<file path="src/rtl/seg_scan_driver_if.sv">
// Pattern-bus / display-pin bundle for seg_scan_driver.
// master = upstream pattern source, slave = the scan driver.
interface seg_scan_driver_if;
  logic       enable;
  logic       load;
  logic [6:0] display0;
  logic [6:0] display1;
  logic [6:0] display2;
  logic [6:0] display3;
  logic [6:0] display4;
  logic [6:0] display5;
  logic [6:0] seg_n;
  logic [5:0] an_n;
  logic       frame_done;
  logic       pending;

  modport master (
    output enable, load, display0, display1, display2, display3, display4, display5,
    input  seg_n, an_n, frame_done, pending
  );

  modport slave (
    input  enable, load, display0, display1, display2, display3, display4, display5,
    output seg_n, an_n, frame_done, pending
  );
endinterface

</file>
<file path="src/rtl/seg_scan_driver.sv">
// Double-buffered six-digit seven-segment scan driver (active-low segments/anodes).
// Optional macro SEG_SCAN_GHOST_BLANK_EN blanks the first BLANK cycles of each digit slot.
module seg_scan_driver #(
  parameter int unsigned DIV   = 16,
  parameter int unsigned BLANK = 2
) (
  input logic               clk,
  input logic               rst,
  seg_scan_driver_if.slave  bus
);

  localparam int unsigned CW = (DIV > 1) ? $clog2(DIV) : 1;

  if (DIV < 2 || BLANK < 1 || BLANK >= DIV) begin : g_bad_cfg
    $error("seg_scan_driver: require DIV >= 2 and 1 <= BLANK < DIV");
  end

  logic [6:0]    din       [6];
  logic [6:0]    act       [6];
  logic [6:0]    act_next  [6];
  logic [6:0]    pend      [6];
  logic [6:0]    pend_next [6];
  logic          pend_v, pend_v_next;
  logic [CW-1:0] cnt, cnt_next;
  logic [2:0]    dig, dig_next;
  logic          boundary;
  logic [6:0]    seg_q, seg_d;
  logic [5:0]    an_q, an_d;
  logic          fd_q, fd_d;

  always_comb begin
    din[0] = bus.display0;
    din[1] = bus.display1;
    din[2] = bus.display2;
    din[3] = bus.display3;
    din[4] = bus.display4;
    din[5] = bus.display5;
  end

  always_comb begin
    boundary    = (cnt == CW'(DIV - 1)) && (dig == 3'd5);
    cnt_next    = '0;
    dig_next    = '0;
    act_next    = act;
    pend_next   = pend;
    pend_v_next = pend_v;
    if (!bus.enable) begin
      if (bus.load) act_next = din;
    end else begin
      if (cnt == CW'(DIV - 1)) begin
        cnt_next = '0;
        dig_next = (dig == 3'd5) ? 3'd0 : dig + 3'd1;
      end else begin
        cnt_next = cnt + CW'(1);
        dig_next = dig;
      end
      // A load landing on the boundary goes straight to act and supersedes pend.
      if (boundary) begin
        if (bus.load) begin
          act_next    = din;
          pend_v_next = 1'b0;
        end else if (pend_v) begin
          act_next    = pend;
          pend_v_next = 1'b0;
        end
      end else if (bus.load) begin
        pend_next   = din;
        pend_v_next = 1'b1;
      end
    end
  end

  // Outputs are registered from the next scan position so that frame_done
  // lines up with the first output cycle of digit 0 showing the new act.
  always_comb begin
    seg_d = '1;
    an_d  = '1;
    fd_d  = 1'b0;
    if (bus.enable) begin
      fd_d  = boundary;
      seg_d = ~act_next[dig_next];
      an_d  = ~(6'b000001 << dig_next);
`ifdef SEG_SCAN_GHOST_BLANK_EN
      if (cnt_next < CW'(BLANK)) begin
        seg_d = '1;
        an_d  = '1;
      end
`endif
    end
  end

  always_ff @(posedge clk or posedge rst) begin
    if (rst) begin
      act    <= '{default: '0};
      pend   <= '{default: '0};
      pend_v <= 1'b0;
      cnt    <= '0;
      dig    <= '0;
      seg_q  <= '1;
      an_q   <= '1;
      fd_q   <= 1'b0;
    end else begin
      act    <= act_next;
      pend   <= pend_next;
      pend_v <= pend_v_next;
      cnt    <= cnt_next;
      dig    <= dig_next;
      seg_q  <= seg_d;
      an_q   <= an_d;
      fd_q   <= fd_d;
    end
  end

  assign bus.seg_n      = seg_q;
  assign bus.an_n       = an_q;
  assign bus.frame_done = fd_q;
  assign bus.pending    = pend_v;

endmodule

</file>
<file path="src/flat_wrapper.sv">
// flat-port wrapper written by rule: the top's interface ports become plain ports
module seg_scan_driver_flat 
#(
  parameter int unsigned DIV   = 16,
  parameter int unsigned BLANK = 2
)
  (clk, rst, bus_enable, bus_load, bus_display0, bus_display1, bus_display2, bus_display3, bus_display4, bus_display5, bus_seg_n, bus_an_n, bus_frame_done, bus_pending);
  seg_scan_driver_if bus_i ();
  input logic clk;
  input logic rst;
  input wire logic [$bits(bus_i.enable)-1:0] bus_enable;
  input wire logic [$bits(bus_i.load)-1:0] bus_load;
  input wire logic [$bits(bus_i.display0)-1:0] bus_display0;
  input wire logic [$bits(bus_i.display1)-1:0] bus_display1;
  input wire logic [$bits(bus_i.display2)-1:0] bus_display2;
  input wire logic [$bits(bus_i.display3)-1:0] bus_display3;
  input wire logic [$bits(bus_i.display4)-1:0] bus_display4;
  input wire logic [$bits(bus_i.display5)-1:0] bus_display5;
  output wire logic [$bits(bus_i.seg_n)-1:0] bus_seg_n;
  output wire logic [$bits(bus_i.an_n)-1:0] bus_an_n;
  output wire logic [$bits(bus_i.frame_done)-1:0] bus_frame_done;
  output wire logic [$bits(bus_i.pending)-1:0] bus_pending;
  assign bus_i.enable = bus_enable;
  assign bus_i.load = bus_load;
  assign bus_i.display0 = bus_display0;
  assign bus_i.display1 = bus_display1;
  assign bus_i.display2 = bus_display2;
  assign bus_i.display3 = bus_display3;
  assign bus_i.display4 = bus_display4;
  assign bus_i.display5 = bus_display5;
  assign bus_seg_n = bus_i.seg_n;
  assign bus_an_n = bus_i.an_n;
  assign bus_frame_done = bus_i.frame_done;
  assign bus_pending = bus_i.pending;
  seg_scan_driver #(.DIV(DIV), .BLANK(BLANK)) u_core (.clk(clk), .rst(rst), .bus(bus_i));
endmodule
</file>
<file path="config.mk">
export PLATFORM = sky130hd
export DESIGN_NAME = seg_scan_driver_flat
export DESIGN_NICKNAME = d
export VERILOG_FILES = /design/src/rtl/seg_scan_driver_if.sv /design/src/rtl/seg_scan_driver.sv /design/src/flat_wrapper.sv
export SDC_FILE = /design/constraint.sdc
export NUM_CORES = 1
export LEC_CHECK = 0
export BUFFER_PORTS_ARGS = -buffer_cell sky130_fd_sc_hd__buf_2
export CORE_UTILIZATION = 64
export CTS_CLUSTER_DIAMETER = 120
export CTS_CLUSTER_SIZE = 10
export DETAILED_ROUTE_END_ITERATION = 10
export GPL_ROUTABILITY_DRIVEN = 0
export GPL_TIMING_DRIVEN = 0
export PLACE_DENSITY = 0.86
export SYNTH_ARGS = -nofsm -noshare
export SYNTH_HDL_FRONTEND = slang
export SYNTH_SLANG_ARGS = --single-unit
</file>
<file path="constraint.sdc">
create_clock -name clk -period 8 [get_ports clk]
set_input_delay 0.8 -clock clk [delete_from_list [all_inputs] [get_ports clk]]
set_output_delay 0.8 -clock clk [all_outputs]
set_load 0.03 [all_outputs]
</file>
* Yosys cells after proc, flatten, opt, wreduce, memory -nomap -nowiden
Cells that the tools add are included.
** Word-level totals
- Flip-flop bits (word level) :: 106
- Input bits :: 46
- Word-level logic and storage cells :: 50
** Cells by class
- Add/subtract/negate cells :: 2
- Order comparisons :: 1
- Equal/unequal tests :: 2
- Shift operators :: 1
- Muxes and demuxes :: 18
- Bitwise gates (word level) :: 4
- Reduce and logical (&&, ||, !) cells :: 4
** Operators by type and width (count)
- two-way mux 42 bit :: 5
- binary-select mux 7 bit (select 3 bit) :: 1
- two-way mux 7 bit :: 3
- two-way mux 3 bit :: 3
- two-way mux 4 bit :: 2
- inverter 7 bit :: 1
- two-way mux 6 bit :: 1
- inverter 6 bit :: 1
- << shifter 1 x 3 -> 6 bit (first input constant) :: 1
- adder 4 x 1 -> 4 bit (second input constant) :: 1
- equality test 4 bit (second input constant) :: 1
- greater-or-equal comparator 4 bit (second input constant) :: 1
- inverter 3 -> 4 bit :: 1
- adder 3 x 1 -> 3 bit (second input constant) :: 1
- equality test 3 bit (second input constant) :: 1
- two-way mux 1 bit :: 3
- AND reduction 3 bit :: 1
- AND reduction 2 bit :: 1
- nonzero test 2 bit :: 1
- logical AND 1 bit :: 1
- inverter 1 bit :: 1

* Longest topological paths before layout
- Depth after elaboration :: 10
- Depth in mapped cells :: 10
- Mapped depth without buffers :: 8

* Worst setup path after synthesis
Ideal clock, no wire load.
- Path type :: input-to-reg
- Start point :: input port bus_load
- End point :: register u_core.seg_q[2] (netlist: u_core.bus.seg_n[2])
- Setup time :: 0.100 ns
- Data arrival time :: 2.048 ns
- Required time :: 7.900 ns
- Setup slack :: 5.851 ns
- Stages on the path :: 7
- Buffers on the path :: 3
- Path through :: buf_2 buf_2 clkbuf_1 nor3_1 a211o_1 o21ai_0 nand4_1
** Between the ends
- Cells in the longest elaborated chain, start to end :: 8
- Elaborated cells on any way between the ends :: 9
- Classes of those cells :: mux: 8; bitwise: 1
** Ends and longest elaborated chain
- start, declared :: line flat_wrapper.sv:12 : input wire logic [$bits(bus_i.load)-1:0] bus_load;
- two-way mux 42 bit :: line seg_scan_driver.sv:59 : if (bus.load) begin
- two-way mux 42 bit :: line seg_scan_driver.sv:58 : if (boundary) begin
- two-way mux 42 bit * :: line seg_scan_driver.sv:47 : if (!bus.enable) begin
- binary-select mux 7 bit (select 3 bit) * :: line seg_scan_driver.sv:81 : seg_d = ~act_next[dig_next];
- two-way mux 7 bit (implied by the code) * (2 in series) :: line seg_scan_driver.sv:81
- inverter 7 bit * :: line seg_scan_driver.sv:81
- two-way mux 7 bit * :: line seg_scan_driver.sv:79 : if (bus.enable) begin
- via u_core.seg_d[2] :: line seg_scan_driver.sv:27 : logic [6:0] seg_q, seg_d;
- end signal, assigned :: line seg_scan_driver.sv:108 : seg_q <= seg_d;
- end, declared :: line seg_scan_driver.sv:27
The timed path passes the listed nets; every way through them passes the cells marked *. The select of a mux whose other input is x is not followed.
A chain may end at the register's enable or synchronous reset.

* Worst setup path after layout
- Start point :: register u_core.cnt[0]
- End point :: register u_core.seg_q[0] (netlist: u_core.bus.seg_n[0])
** Between the ends
- Cells in the longest elaborated chain, start to end :: 9
- Elaborated cells on any way between the ends :: 12
- Classes of those cells :: eq/ne: 1; mux: 8; bitwise: 2; reduce/logical: 1
** Ends and longest elaborated chain
- start, declared :: line seg_scan_driver.sv:24 : logic [CW-1:0] cnt, cnt_next;
- start signal, assigned :: line seg_scan_driver.sv:106 : cnt <= cnt_next;
- equality test 4 bit * :: line seg_scan_driver.sv:41, seg_scan_driver.sv:50
- logical AND 1 bit or two-way mux 3 bit (tied branches) :: line seg_scan_driver.sv:41, seg_scan_driver.sv:50
- two-way mux 42 bit or two-way mux 3 bit (tied branches) :: line seg_scan_driver.sv:58, seg_scan_driver.sv:47
- two-way mux 42 bit or inverter 3 -> 4 bit (tied branches) :: line seg_scan_driver.sv:47, seg_scan_driver.sv:81
- binary-select mux 7 bit (select 3 bit) * :: line seg_scan_driver.sv:81
- two-way mux 7 bit (implied by the code) * (2 in series) :: line seg_scan_driver.sv:81
- inverter 7 bit * :: line seg_scan_driver.sv:81
- two-way mux 7 bit * :: line seg_scan_driver.sv:79
- via u_core.seg_d[0] :: line seg_scan_driver.sv:27
Marks and branches as above.

==> impl_metrics.env <==
export IMPL_clock_latency_ps=380
export IMPL_cts_resized=0
export IMPL_fin_nets=676
export IMPL_skew_ps=16.9
export IMPL_die_h_um=95.9
export IMPL_seqPwrFrac_pct=54.0
export IMPL_leakagePower_uw=0.00262
export IMPL_syn_avg_cell_area_um2=10.1
export IMPL_required_ps=8240
export IMPL_fill_cells=617
export IMPL_cts_tree="built"
export IMPL_ys_seq_area_share_pct=47.3
export IMPL_synth_largest_area_cell="dfrtp_1"
export IMPL_hp_class="in2async"
export IMPL_die_x_um=95.9
export IMPL_io_pins=61
export IMPL_switching_share_pct=28.6
export IMPL_htreeDepth=3
export IMPL_ys_flop_type="dfrtp_1"
export IMPL_pwr_share_clk_pct=29.2
export IMPL_area_growth_pct=11.8
export IMPL_finalMaxSlewViolations=0
export IMPL_worstMarginPinSlew_ps=858
export IMPL_drv_cap=0
export IMPL_die_area_um2=9190
export IMPL_wl_per_cell_um=21.3
export IMPL_ant_nets=0
export IMPL_cp_arrival_ps=2930
export IMPL_start_util_pct=67.3
export IMPL_vias=5151
export IMPL_path_clk_slew_ps=110
export IMPL_drc=0
export IMPL_setup_violations=0
export IMPL_ys_top_cells_by_area="dfrtp_1 (41%), mux2_2 (12%), dfstp_2 (6.1%)"
export IMPL_layout_cells_non_filler=739
export IMPL_dp_cells=723
export IMPL_synth_edf_count=0
export IMPL_grt_pass1_wl_mm=24.5
export IMPL_postCtsSetupBuffers=0
export IMPL_track_usage_pct=35.7
export IMPL_seqCellArea_um2=2670
export IMPL_power_density_nw_per_um2=189
export IMPL_max_freq_mhz=371
export IMPL_intPower_uw=849
export IMPL_antenna_found_initial=0
export IMPL_synth_cell_type_count=65
export IMPL_ys_ff_latch=106
export IMPL_place_port_buffers=59
export IMPL_synth_async_reset_ratio_pct=100
export IMPL_first_pass_iters=9
export IMPL_grt_setup_unrepaired="false"
export IMPL_cts_max_path_buffers=2
export IMPL_slew_headroom_pct=41.9
export IMPL_setup_tns_ps=0
export IMPL_synthCells=558
export IMPL_cts_sinks=106
export IMPL_netlist_area_um2=5640
export IMPL_synth_top_area_share_pct=41.3
export IMPL_cts_root_buf="clkbuf_8"
export IMPL_outcome="completed"
export IMPL_syn_nets=605
export IMPL_hold_viol_final=0
export IMPL_p_switching_uw=340
export IMPL_layout_drive_gt1_share_pct=28.4
export IMPL_synth_most_common_cell="dfrtp_1"
export IMPL_rows=33
export IMPL_comb_power_share_pct=16.7
export IMPL_ys_top_cells_by_count="dfrtp_1 (93), mux2_2 (62), nor2_1 (57)"
export IMPL_setup_slack_ps=5310
export IMPL_grt_overflow_total=0
export IMPL_grt_max_degree=59
export IMPL_endpoint_kind="flop"
export IMPL_multi_input_comb_area_um2=2690
export IMPL_post_route_min_period_ps=2690
export IMPL_hold_buffers=0
export IMPL_peakVddDrop_v=0.000102
export IMPL_hpwlAfterDp_mm=11.2
export IMPL_first_global_vias=4781
export IMPL_drt_total_wl_mm=15.8
export IMPL_synth_warnings=0
export IMPL_cp_max_fo=9
export IMPL_drt_iter0_drc=700
export IMPL_period_share_pct=33.7
export IMPL_dpl_worst_slack_ps=5230
export IMPL_coreArea_um2=8380
export IMPL_total_power_uw=1190
export IMPL_cts_buffers_inserted=9
export IMPL_cp_start_kind="flop"
export IMPL_diodes=0
export IMPL_drt_vias_per_instance=6.97
export IMPL_setup_worst_path_class="reg2reg"
==> power groups by stage <==
stage                     clock (µW)  sequential (µW)  combinational [µW]
after detailed placement           0              650                 194
final                            348              642                 199
after global routing             367              648                 215
after floorplan                    0              644                 133
after CTS                        348              640                 195
after global placement             0              646                 184
==> routing by layer <==
metal	vias up	part of all wire, %	GRT usage [%]
li1	2226	-	-
met5	-	0	0
met1	2461	39	48.4
met2	381	46	55.1
met3	83	10	6.95
met4	0	4.6	17.5
==> through the flow <==
| step | hold WS [ps] | instance area (µm²) | utilization [%] |
|---|---|---|---|
| 6_report | 487 | 6300 | 75.2 |
| 5_1_grt | 520 | 6300 | 75.2 |
| 4_1_cts | 491 | 6300 | 75.2 |
| 3_5_place_dp | 470 | 6090 | 72.7 |
| 3_3_place_gp | 459 | 6060 | 72.4 |
| 2_1_floorplan | 446 | 5640 | - |
==> cell families after synthesis <==
kind of cell	after synthesis	share of synthesized area (%)
AO/OA/AOI/OAI	164	18.8
multiplexers	73	14.4
XOR/XNOR	5	0.910
AND/OR/NAND/NOR	144	12.5
buffers and inverters	60	4.88
adder cells (fa/ha/maj)	6	1.11
flip-flops	106	47.3
==> path summary, 6_finish.rpt <==
kind	to	startpoint	cells after the start	slack, ps
max	u_core.bus.seg_n[0]	u_core.cnt[0]	7	5310
min	u_core.pend[30]	rst	2	490
max reg2reg	u_core.bus.seg_n[0]	u_core.cnt[0]	7	5310
min reg2reg	u_core.pend[14]	u_core.pend[14]	1	510
max in group asynchronous	u_core.bus.seg_n[0]	rst	3	6760
min in group clk	u_core.pend[14]	u_core.pend[14]	1	510
==> registers in the layout, summed over array words and instances (netlist names) <==
signal / count
u_core.pend: 42
u_core.bus.frame_done: 1
u_core.cnt: 4
u_core.bus.pending: 1
u_core.act: 42
u_core.bus.seg_n: 7
u_core.dig: 3
u_core.bus.an_n: 6
==> layout make-up <==
cell class,instances,share of cell area (%)
multi-input combinational,392,42.7
sequential,106,42.3
timing repair buffer,60,5.12
buffer,42,3.29
clock buffer,10,2.18
tap,105,2.08
clock inverter,6,1.15
inverter,18,1.11
==> placed cells by master (no fill, tap or decap), types with 3 or more instances in the layout <==
cell       count
nor2_1        57
o21a_1         3
a31oi_1        5
nand2b_1       5
or3_1          4
clkbuf_1      19
and2_1         3
maj3_1         5
nand3_1        8
buf_1          4
a211oi_1       7
nor4_1         5
o22ai_1       36
nand4b_1       3
mux2i_1        9
mux2_2        62
o21ai_0       26
dfstp_2       13
o221ai_1       3
a21oi_1       43
inv_1         15
o31ai_1        6
buf_4          8
clkbuf_8      10
nand4_1        4
nor3_1        17
dfrtp_1       93
a32oi_1        3
xnor2_1        4
nand2_1       25
a221oi_1       3
buf_2         69
o311ai_0       5
o2111ai_1      4
==> critical path: stages, from the launching register on <==
cell and delay, ps:
dfrtp_1 440, ha_1 210, buf_2 180, and3_1 190, buf_4 160, xnor2_1 620
o31ai_1 230, a2111oi_2 510
(Power assumes the default switching activity.)
